$ cat config.mk
export PLATFORM = sky130hd
export DESIGN_NAME = mips_instr_encoder
export DESIGN_NICKNAME = d
export VERILOG_FILES = /design/src/rtl/mips_instr_encoder.sv
export SDC_FILE = /design/constraint.sdc
export NUM_CORES = 1
export LEC_CHECK = 0
export ABC_CLOCK_PERIOD_IN_PS = 6250
export CORE_MARGIN = 10
export CORE_UTILIZATION = 53
export DETAILED_ROUTE_END_ITERATION = 16
export PLACE_DENSITY = 0.95
export SLEW_MARGIN = 5
export SYNTH_ARGS = -nofsm -noshare
export SYNTH_HDL_FRONTEND = slang
export SYNTH_SLANG_ARGS = --single-unit
$ cat constraint.sdc
create_clock -name clk -period 6.25 [get_ports clk]
set_input_delay 1.25 -clock clk [delete_from_list [all_inputs] [get_ports clk]]
set_output_delay 1.25 -clock clk [all_outputs]
set_load 0.01 [all_outputs]
$ cat src/rtl/mips_instr_encoder.sv
// Encodes compact mnemonic/operand commands into 32-bit MIPS words and streams
// them, tagged with a byte address, to the instruction-memory loader.
module mips_instr_encoder #(
  parameter int                ADDR_W    = 32,
  parameter logic [ADDR_W-1:0] BASE_ADDR = '0
) (
  input  logic              clk,
  input  logic              rst_n,
  input  logic              addr_clr,
  input  logic              in_valid,
  output logic              in_ready,
  input  logic [4:0]        in_mnem,
  input  logic [4:0]        in_rs,
  input  logic [4:0]        in_rt,
  input  logic [4:0]        in_rd,
  input  logic [4:0]        in_shamt,
  input  logic [31:0]       in_imm,
  output logic              out_valid,
  input  logic              out_ready,
  output logic [31:0]       out_instr,
  output logic [ADDR_W-1:0] out_addr,
  output logic              err,
  output logic              dbg_state
);

  // Handshake: a beat moves on either side only in a cycle where valid and
  // ready are both high; valid never depends on ready, and a presented word
  // (out_instr/out_addr) holds until it is taken.

  typedef enum logic {IDLE = 1'b0, LI_LO = 1'b1} state_t;

  localparam logic [4:0] M_LI = 5'd29;
  localparam logic [5:0] OP_ORI = 6'b001101;
  localparam logic [5:0] OP_LUI = 6'b001111;

  state_t            state;
  logic [ADDR_W-1:0] addr_q;
  logic [4:0]        li_rt;
  logic [15:0]       li_lo;
  logic              accept;
  logic              out_hs;
  logic              illegal;

  function automatic logic [31:0] encode(input logic [4:0] mnem, input logic [4:0] rs,
                                         input logic [4:0] rt, input logic [4:0] rd,
                                         input logic [4:0] shamt, input logic [31:0] imm);
    logic [5:0]  f;
    logic [5:0]  op;
    logic [4:0]  s;
    logic [4:0]  t;
    logic [4:0]  d;
    logic [4:0]  sa;
    logic [31:0] w;
    f  = 6'b000000;
    op = 6'b000000;
    s  = rs;
    t  = rt;
    d  = rd;
    sa = 5'd0;
    case (mnem)
      5'd1:  f = 6'b100000;
      5'd2:  f = 6'b100001;
      5'd3:  f = 6'b100010;
      5'd4:  f = 6'b100100;
      5'd5:  f = 6'b100101;
      5'd6:  f = 6'b100111;
      5'd7:  f = 6'b101010;
      5'd8:  f = 6'b101011;
      5'd9:  begin f = 6'b000000; s = 5'd0; sa = shamt; end
      5'd10: begin f = 6'b000010; s = 5'd0; sa = shamt; end
      5'd11: begin f = 6'b000011; s = 5'd0; sa = shamt; end
      5'd12: f = 6'b000100;
      5'd13: f = 6'b000111;
      5'd14: begin f = 6'b001000; t = 5'd0; d = 5'd0; end
      5'd15: begin f = 6'b001100; s = 5'd0; t = 5'd0; d = 5'd0; end
      5'd16: op = 6'b001000;
      5'd17: op = 6'b001001;
      5'd18: op = 6'b001100;
      5'd19: op = OP_ORI;
      5'd20: op = 6'b001010;
      5'd21: begin op = OP_LUI; s = 5'd0; end
      5'd22: op = 6'b100011;
      5'd23: op = 6'b101011;
      5'd24: op = 6'b101001;
      5'd25: op = 6'b000100;
      5'd26: op = 6'b000101;
      5'd27: op = 6'b000010;
      5'd28: op = 6'b000011;
      default: ;
    endcase
    if (mnem == 5'd0 || mnem >= M_LI)
      w = 32'h0;
    else if (mnem < 5'd16)
      w = {6'b000000, s, t, d, sa, f};
    else if (mnem == 5'd27 || mnem == 5'd28)
      w = {op, imm[25:0]};
    else
      w = {op, s, t, imm[15:0]};
    return w;
  endfunction

  assign in_ready  = (state == IDLE) && (!out_valid || out_ready);
  assign accept    = in_valid && in_ready;
  assign out_hs    = out_valid && out_ready;
  assign illegal   = (in_mnem > M_LI);
  assign out_addr  = addr_q;
  assign dbg_state = state;

  always_ff @(posedge clk or negedge rst_n) begin
    if (!rst_n) begin
      state     <= IDLE;
      addr_q    <= BASE_ADDR;
      out_valid <= 1'b0;
      out_instr <= 32'h0;
      err       <= 1'b0;
      li_rt     <= 5'd0;
      li_lo     <= 16'h0;
    end else begin
      err <= 1'b0;
      // A clear takes precedence over the advance of a completing word.
      if (addr_clr)
        addr_q <= BASE_ADDR;
      else if (out_hs)
        addr_q <= addr_q + ADDR_W'(4);

      if (state == LI_LO) begin
        if (out_hs) begin
          out_instr <= {OP_ORI, li_rt, li_rt, li_lo};
          out_valid <= 1'b1;
          state     <= IDLE;
        end
      end else begin
        if (out_hs)
          out_valid <= 1'b0;
        if (accept) begin
          if (illegal) begin
            err <= 1'b1;
          end else if (in_mnem == M_LI) begin
            out_valid <= 1'b1;
            if (in_imm[31:16] == 16'h0) begin
              out_instr <= {OP_ORI, 5'd0, in_rt, in_imm[15:0]};
            end else begin
              out_instr <= {OP_LUI, 5'd0, in_rt, in_imm[31:16]};
              li_rt     <= in_rt;
              li_lo     <= in_imm[15:0];
              state     <= LI_LO;
            end
          end else begin
            out_valid <= 1'b1;
            out_instr <= encode(in_mnem, in_rs, in_rt, in_rd, in_shamt, in_imm);
          end
        end
      end
    end
  end

endmodule

==> impl_metrics.toml, run 1 <==
[yosys]
synth_commonest_cells = "dfrtp_1 (85), nor2_1 (44), a21oi_1 (41), nand2_1 (32), o21ai_0 (26)"
synth-main-ff-cell = "dfrtp_1"
synth_seq_cells = 85
synth_top_area_cell = "dfrtp_1"
ys_warn_count = 0
async_flop_share_pct = 100
synth_area_leaders = "dfrtp_1 (44%), a21oi_1 (4.2%), mux2_2 (3.7%)"
netlist.area_leader.share_pct = 43.8
synth_cell_types = 62
synth_cells = 520
seq_area_frac_synth_pct = 43.8
synth_enable_flop_cells = 0
synthesis.area_mm2 = 0.00486
synth_most_common_cell = "dfrtp_1"
avgSynthCellArea_um2 = 9.34

[timing]
rsz0062_at_grt = "false"
maxSlewHeadroom_pct = 28.0
timing.final.ws_setup_ns = 2.17
skew_ns = 0.0169
worst_slew_pin_slew_ns = 1.08
fin_crit_ns = 4.08
finalSetupViolCount = 0
fmax_mhz = 245
finalCritPeriodShare_pct = 65.3
hold_viol = 0
drv_slew = 0
holdWs_ns = 0.494
tns_ns = 0

[critical_path]
crit_required_ns = 6.55
reg2reg_from = "out_valid"
crit_end = "out_instr[15]"
cpMaxStageDelayCell = "clkdlybuf4s50_1"
reg2reg_to = "li_lo[15]"
start_kind = "input port"
cp-startpoint = "in_mnem[4]"
r2r_cells = 5
max_stage_delay_ns = 0.96
crit_chain = "clkdlybuf4s50_1 -> buf_4 -> nand3_1 -> nor3b_1 -> nand2_1 -> o221ai_1 -> o21a_1"
end_kind = "flop"
worst_ep_arrival_time_ns = 4.39
critPathMaxFanout = 24
rrSetupSlack_ns = 3.74
critical_path_class = "input port to flop"

[cts]
clkSinkCount = 85
numCtsBuffers = 9
worst_skew_pair.late_latency_ns = 0.36
holdBufCountCts = 0
cts_tree = "done"
clockBufferDepth = 2
cts.repair.resized = 0
htreeDepth = 3
clk_pin_slew_ns = 0.10
cts_setup_buffers = 0
root_buffer = "clkbuf_8"

[cells_and_area]
diodes = 0
fin_util_pct = 72.0
design_area_mm2 = 0.00634
area_growth_pct = 30.5
drive_gt1_share_pct = 7.77
fillers = 613
nNetsFinal = 689

[global_route]
grt_pass1_wl_um = 24900
grt_pass1_vias = 4823
grt_max_degree = 86
antenna_found_initial = 0
grt-ovfl-total = 0
gr-usage-all-layers_pct = 23.0

[routing]
vias_per_cell = 6.44
drcViolationCount = 0
drtPass1Iterations = 7
vias = 4757
first_iter_violations = 624
antenna_left = 0
drt-total-wl_um = 15400
wl_per_cell_um = 20.8

[floorplanning]
rows = 34
dieHeight_um = 116
die_area_mm2 = 0.0134
dieWidth_um = 116
ios = 130
start_util_pct = 55.2
core_area_mm2 = 0.00881

[placed_design]
post_dp_cell_area_mm2 = 0.00613
finalWeightedCongestion = 0.897
io_buffers = 126
hpwl_um = 11300
dp_slack_ns = 1.95

[status]
status = "completed"

[min_path]
hold_path.class = "flop to flop"

[power]
pwr_density_cell_mw_per_mm2 = 174
ir_drop_mv = 0.116
p_leak_nw = 2.65

[job]
max_cap_violations = 0
==> registers in the layout, summed over array words and instances (netlist names) <==
register	flops
dbg_state	1
err	1
li_lo	16
li_rt	5
out_addr	30
out_instr	31
out_valid	1
==> where the power goes <==
group | switching [mW] | internal (mW) | leakage, nW
registers | 0.00202 | 0.552 | 1.17
logic | 0.0630 | 0.0574 | 1.37
clock network | 0.230 | 0.196 | 0.106
total | 0.295 | 0.806 | 2.65
==> critical path, delay by kind of cell <==
family / cells / cell delay (ns)
AOI/OAI and AO/OA: 2 / 0.49
buffers and inverters: 2 / 1.34
and+or+nand+nor: 3 / 1.29
==> cell families (layout without fill, tap and decap cells) <==
group / Yosys count / after routing / synth area share (%)
other: 1 / 3 / 0.0772
multiplexers: 24 / 24 / 5.49
adder cells (fa/ha/maj): 3 / 3 / 0.670
buffers and inverters: 53 / 162 / 4.66
AND/OR/NAND/NOR: 177 / 177 / 19.3
XOR/XNOR: 22 / 22 / 3.97
AO/OA/AOI/OAI: 155 / 155 / 22.0
flip-flops: 85 / 85 / 43.8
==> per-stage QoR <==
step / power [mW] / instances
after detailed placement: 0.683 / 723
after global routing: 1.13 / 739
final: 1.10 / 739
after CTS: 1.10 / 739
after global placement: 0.681 / 723
after floorplan: 0.614 / 522
==> layer usage <==
metal | up-vias | track usage, % | part of all wire (%)
met5 | - | 0 | 0
met4 | 0 | 7.76 | 2.5
met3 | 40 | 7.49 | 12
met2 | 300 | 37.7 | 48
met1 | 2296 | 28.0 | 38
li1 | 2121 | - | -
==> area by class of cell <==
cell class | instances | area, um^2 | area share [%]
clock buffer | 9 | 124 | 1.95
clock inverter | 7 | 88.8 | 1.40
inverter | 15 | 56.3 | 0.888
multi-input combinational | 384 | 2510 | 39.7
sequential | 85 | 2130 | 33.5
tap | 108 | 135 | 2.13
timing repair buffer | 131 | 1300 | 20.4
==> worst min path at each step <==
stage,from,end,slack [ns],cells after the start
5_1_grt,li_lo[11],li_lo[11],0.51,1
4_1_cts,li_lo[7],li_lo[7],0.50,1
6_report,li_lo[7],li_lo[7],0.49,1
3_5_place_dp,li_lo[7],li_lo[7],0.48,1
3_3_place_gp,li_lo[8],li_lo[8],0.46,1
2_1_floorplan,li_lo[11],li_lo[11],0.46,1
==> placed cells by master (no fill, tap or decap), types with 3 or more instances in the layout <==
cell and instances:
nand4_1 6, xor2_1 7, and4_1 4, o221ai_1 11, inv_8 3, mux2_1 5
o211ai_1 3, xnor2_1 15, clkbuf_8 9, nand2_1 32, mux2i_1 3, a211o_1 5
inv_1 14, nor3_1 11, nand3_1 14, a21oi_1 41, o32a_1 5, a31oi_1 3
a221oi_1 4, nor4_1 9, nor2b_1 4, and3_1 5, o22a_1 7, or3_1 10
buf_4 6, o2111ai_1 6, o21a_1 16, clkdlybuf4s50_1 125, a22oi_1 5, conb_1 3
nand2b_1 13, dfrtp_1 85, mux2_2 16, o21ai_0 26, o22ai_1 5, nor2_1 43
and2_1 8, nor3b_1 9
(Power assumes the default switching activity.)
==> inputs of run 2 (changes only) <==
--- a/config.mk
+++ b/config.mk
@@ -5,11 +5,11 @@
 export SDC_FILE = /design/constraint.sdc
 export NUM_CORES = 1
 export LEC_CHECK = 0
-export ABC_CLOCK_PERIOD_IN_PS = 6250
+export ABC_CLOCK_PERIOD_IN_PS = 3800
 export CORE_MARGIN = 10
-export CORE_UTILIZATION = 53
+export CORE_UTILIZATION = 49
 export DETAILED_ROUTE_END_ITERATION = 16
-export PLACE_DENSITY = 0.95
+export PLACE_DENSITY = 0.92
 export SLEW_MARGIN = 5
 export SYNTH_ARGS = -nofsm -noshare
 export SYNTH_HDL_FRONTEND = slang
==> constraint.sdc (replaced) <==
create_clock -name clk -period 3.8 [get_ports clk]
set_input_delay 0.76 -clock clk [delete_from_list [all_inputs] [get_ports clk]]
set_output_delay 0.76 -clock clk [all_outputs]
set_load 0.01 [all_outputs]
==> run 2 against run 1 <==
Compared with the run above: critical path depth fell by 3; die area is 6.7% higher; core utilization is 5.5 points lower; clock power up 53%; count of clock-buffer cells in the layout is the same; design area increased by 2.0%; power rose by 61%; largest cell class unchanged.
==> impl_metrics.toml, run 2 (synthesized netlist as in run 1, its figures left out) <==
[status]
status = "completed"

[power]
total_power_mw = 1.77
pwr_density_cell_mw_per_mm2 = 273
ir_drop_mv = 0.144
p_leak_nw = 2.71

[routing]
drcViolationCount = 0
antenna_left = 0
drt-total-wl_um = 15300
vias_per_cell = 6.05
vias = 4700
drtPass1Iterations = 5
first_iter_violations = 600
wl_per_cell_um = 19.8

[timing]
fmax_mhz = 344
maxSlewHeadroom_pct = 29.4
finalSetupViolCount = 0
tns_ns = 0
hold_viol = 0
rsz0062_at_grt = "false"
skew_ns = 0.0102
worst_slew_pin_slew_ns = 1.06
fin_crit_ns = 2.91
finalCritPeriodShare_pct = 76.6
drv_slew = 0

[placed_design]
post_dp_cell_area_mm2 = 0.00627
hpwl_um = 11600
finalWeightedCongestion = 0.936
io_buffers = 126

[cells_and_area]
area_growth_pct = 33.2
multi_input_area_mm2 = 0.00251
largest_reg_flops = 31
design_area_mm2 = 0.00647
fillers = 774
top_register = "out_instr"
drive_gt1_share_pct = 9.63
diodes = 0
layout_commonest_cell = "clkdlybuf4s50_1"
seqCellArea_mm2 = 0.00213
final_cell_mix = "clkdlybuf4s50_1 (125), dfrtp_1 (85), nor2_1 (43)"
nNetsFinal = 702

[floorplanning]
ios = 130
dieWidth_um = 120
start_util_pct = 49.9
core_area_mm2 = 0.00973
die_area_mm2 = 0.0143
dieHeight_um = 120
rows = 36

[cts]
clkSinkCount = 85
holdBufCountCts = 0
clockBufferDepth = 2
cts.repair.resized = 0
clk_pin_slew_ns = 0.09
root_buffer = "clkbuf_8"
worst_skew_pair.late_latency_ns = 0.37
cts_tree = "done"
htreeDepth = 3
numCtsBuffers = 9
cts_setup_buffers = 0

[critical_path]
critical_path_class = "input port to primary output"
crit_buf_inv = 2
crit_chain = "clkdlybuf4s50_1 -> nor2b_1 -> nor2_1 -> clkdlybuf4s50_1"
crit_required_ns = 3.04
end_kind = "primary output"
rrSetupSlack_ns = 1.40
max_stage_delay_ns = 0.51
cpMaxStageDelayCell = "clkdlybuf4s50_1"
crit_top_cell = "clkdlybuf4s50_1"
start_kind = "input port"
critPathTopFamily = "buffers and inverters"
critPathMaxFanout = 4
worst_ep_arrival_time_ns = 2.15

[global_route]
grt_max_degree = 86
gr-usage-all-layers_pct = 20.9
grt-ovfl-total = 0
antenna_found_initial = 0
grt_pass1_wl_um = 24600
grt_pass1_vias = 4775

[min_path]
hold_path.class = "flop to flop"

[job]
max_cap_violations = 0
run 2: final cells by class:
| cell class | count | area share (%) |
|---|---|---|
| timing repair buffer | 144 | 21.7 |
| multi-input combinational | 384 | 38.9 |
| tap | 133 | 2.57 |
| clock buffer | 9 | 1.91 |
| sequential | 85 | 32.9 |
| clock inverter | 7 | 1.18 |
| inverter | 15 | 0.870 |
run 2: worst paths after layout:
kind,startpoint,end,cells past startpoint
setup reg to reg,out_valid,li_lo[15],6
hold / removal,li_lo[8],li_lo[8],1
setup / recovery,out_ready,in_ready,4
max in group asynchronous,rst_n,out_instr[8],1
min in group asynchronous,rst_n,li_lo[1],1
hold reg to reg,li_lo[8],li_lo[8],1
run 2: metrics by stage:
stage / cells / hold slack, ns / worst slack (ns) / util (%)
detailed placement: 761 / 0.476 / 0.667 / 64.5
CTS: 777 / 0.497 / 0.889 / 66.5
floorplan: 522 / 0.455 / 1.49 / -
finish: 777 / 0.495 / 0.891 / 66.5
global placement: 761 / 0.465 / 0.675 / 64.5
global route: 777 / 0.520 / 0.841 / 66.5
run 2: report_power, final:
| part | internal (mW) | switching (mW) | leakage, nW |
|---|---|---|---|
| logic | 0.0986 | 0.106 | 1.44 |
| registers | 0.908 | 0.00307 | 1.17 |
| clock network | 0.262 | 0.390 | 0.103 |
| total | 1.27 | 0.499 | 2.71 |
run 2: per-layer routing:
metal | track usage [%] | wire length, um
met1 | 25.4 | 6130
met3 | 6.84 | 1440
met2 | 34.6 | 7480
met5 | 0 | 0
met4 | 6.18 | 292
==> inputs of run 3 (changes only) <==
--- a/config.mk
+++ b/config.mk
@@ -5,7 +5,7 @@
 export SDC_FILE = /design/constraint.sdc
 export NUM_CORES = 1
 export LEC_CHECK = 0
-export ABC_CLOCK_PERIOD_IN_PS = 3800
+export ABC_CLOCK_PERIOD_IN_PS = 3050
 export CORE_MARGIN = 10
 export CORE_UTILIZATION = 49
 export DETAILED_ROUTE_END_ITERATION = 16
==> constraint.sdc (replaced) <==
create_clock -name clk -period 3.05 [get_ports clk]
set_input_delay 0.61 -clock clk [delete_from_list [all_inputs] [get_ports clk]]
set_output_delay 0.61 -clock clk [all_outputs]
set_load 0.01 [all_outputs]
==> run 3 against run 2 <==
Compared with the run above: global-route usage up 0.75 points; combinational power up 28%; non-clock buffer count up 7.
==> impl_metrics.toml, run 3 (synthesized netlist as in run 1, its figures left out) <==
[placed_design]
hpwl_um = 12100
finalWeightedCongestion = 0.945
post_dp_cell_area_mm2 = 0.00632
io_buffers = 126
dp_slack_ns = 0.305

[power]
pwr_density_cell_mw_per_mm2 = 341
ir_drop_mv = 0.253
p_leak_nw = 2.74
total_power_mw = 2.22

[routing]
wl_per_cell_um = 20.1
drt-total-wl_um = 15700
vias = 4773
drcViolationCount = 0
first_iter_violations = 533
vias_per_cell = 6.09
drtPass1Iterations = 5
antenna_left = 0

[cells_and_area]
layout_commonest_cell = "clkdlybuf4s50_1"
diodes = 0
area_growth_pct = 34.2
multi_input_area_mm2 = 0.00251
nNetsFinal = 709
largest_reg_flops = 31
fillers = 777
seqCellArea_mm2 = 0.00213
final_cell_mix = "clkdlybuf4s50_1 (125), dfrtp_1 (85), nor2_1 (43)"
design_area_mm2 = 0.00652
drive_gt1_share_pct = 10.4
top_register = "out_instr"

[min_path]
hold_path.class = "input port to asynchronous set/reset pin"

[status]
status = "completed"

[cts]
holdBufCountCts = 0
worst_skew_pair.late_latency_ns = 0.37
clockBufferDepth = 2
cts.repair.resized = 0
numCtsBuffers = 9
cts_tree = "done"
root_buffer = "clkbuf_8"
cts_setup_buffers = 0
htreeDepth = 3
clk_pin_slew_ns = 0.09
clkSinkCount = 85

[timing]
hold_viol = 0
fmax_mhz = 385
skew_ns = 0.0147
drv_slew = 0
timing.final.ws_setup_ns = 0.451
finalSetupViolCount = 0
holdWs_ns = 0.267
maxSlewHeadroom_pct = 48.0
finalCritPeriodShare_pct = 85.2
fin_crit_ns = 2.60
rsz0062_at_grt = "false"
tns_ns = 0
worst_slew_pin_slew_ns = 0.777

[job]
max_cap_violations = 0

[critical_path]
worst_ep_arrival_time_ns = 1.99
reg2reg_to = "out_instr[12]"
end_kind = "primary output"
critical_path_class = "input port to primary output"
crit_required_ns = 2.44
start_kind = "input port"
reg2reg_from = "dbg_state"
critPathMaxFanout = 4
r2r_cells = 6
rrSetupSlack_ns = 0.68

[floorplanning]
core_area_mm2 = 0.00973
die_area_mm2 = 0.0143
start_util_pct = 49.9
dieHeight_um = 120
ios = 130
rows = 36
dieWidth_um = 120

[global_route]
grt_pass1_wl_um = 25700
antenna_found_initial = 0
grt_pass1_vias = 4940
gr-usage-all-layers_pct = 21.6
grt-ovfl-total = 0
grt_max_degree = 51
run 3: cell types whose count changed in the layout (fill, tap and decap cells not counted):
cell and change:
clkbuf_1 +1, clkinv_4 -2, inv_8 -2, bufinv_16 +1, clkinv_8 -1, clkinv_2 +1, buf_4 +7, clkinvlp_4 +2
run 3: critical path, stage by stage:
cell and delay [ns]:
clkdlybuf4s50_1 0.46, nor2b_1 0.34, nor2_1 0.07, clkdlybuf4s50_1 0.51
run 3: area by class of cell:
type                    instances  share of cell area [%]
repair buffers                151                    22.4
well taps                     133                    2.55
clock buffers                  10                    1.96
inverters                      15                   0.863
multi-input cells             384                    38.6
flip-flops and latches         85                    32.6
clock inverters                 6                    1.07
run 3: report_power, final:
group | total (mW) | switching [mW] | leakage, nW | internal, mW
Sequential | 1.14 | 0.00458 | 1.17 | 1.13
Clock | 0.825 | 0.439 | 0.0948 | 0.386
Combinational | 0.262 | 0.135 | 1.47 | 0.127
Total | 2.22 | 0.579 | 2.74 | 1.64
run 3: how the worst max path moves through the flow:
stage,slack [ns],start,endpoint
2_1_floorplan,0.89,in_mnem[3],out_instr[6]
3_3_place_gp,0.38,in_imm[17],li_rt[4]
3_5_place_dp,0.31,in_mnem[3],out_instr[17]
4_1_cts,0.43,out_ready,in_ready
5_1_grt,0.36,out_ready,in_ready
6_report,0.45,out_ready,in_ready
run 3: routing by layer:
layer	part of all wire, %	GRT usage (%)	up-vias
met1	40	26.1	2331
met2	49	37.1	265
met4	1.6	5.73	0
met5	0	0	-
li1	-	-	2151
met3	9.5	6.19	26
run 3: per-stage QoR:
stage          std cells  util [%]
2_1_floorplan        522         -
3_3_place_gp         768      65.0
3_5_place_dp         768      65.0
4_1_cts              784      67.0
5_1_grt              784      67.0
6_report             784      67.0
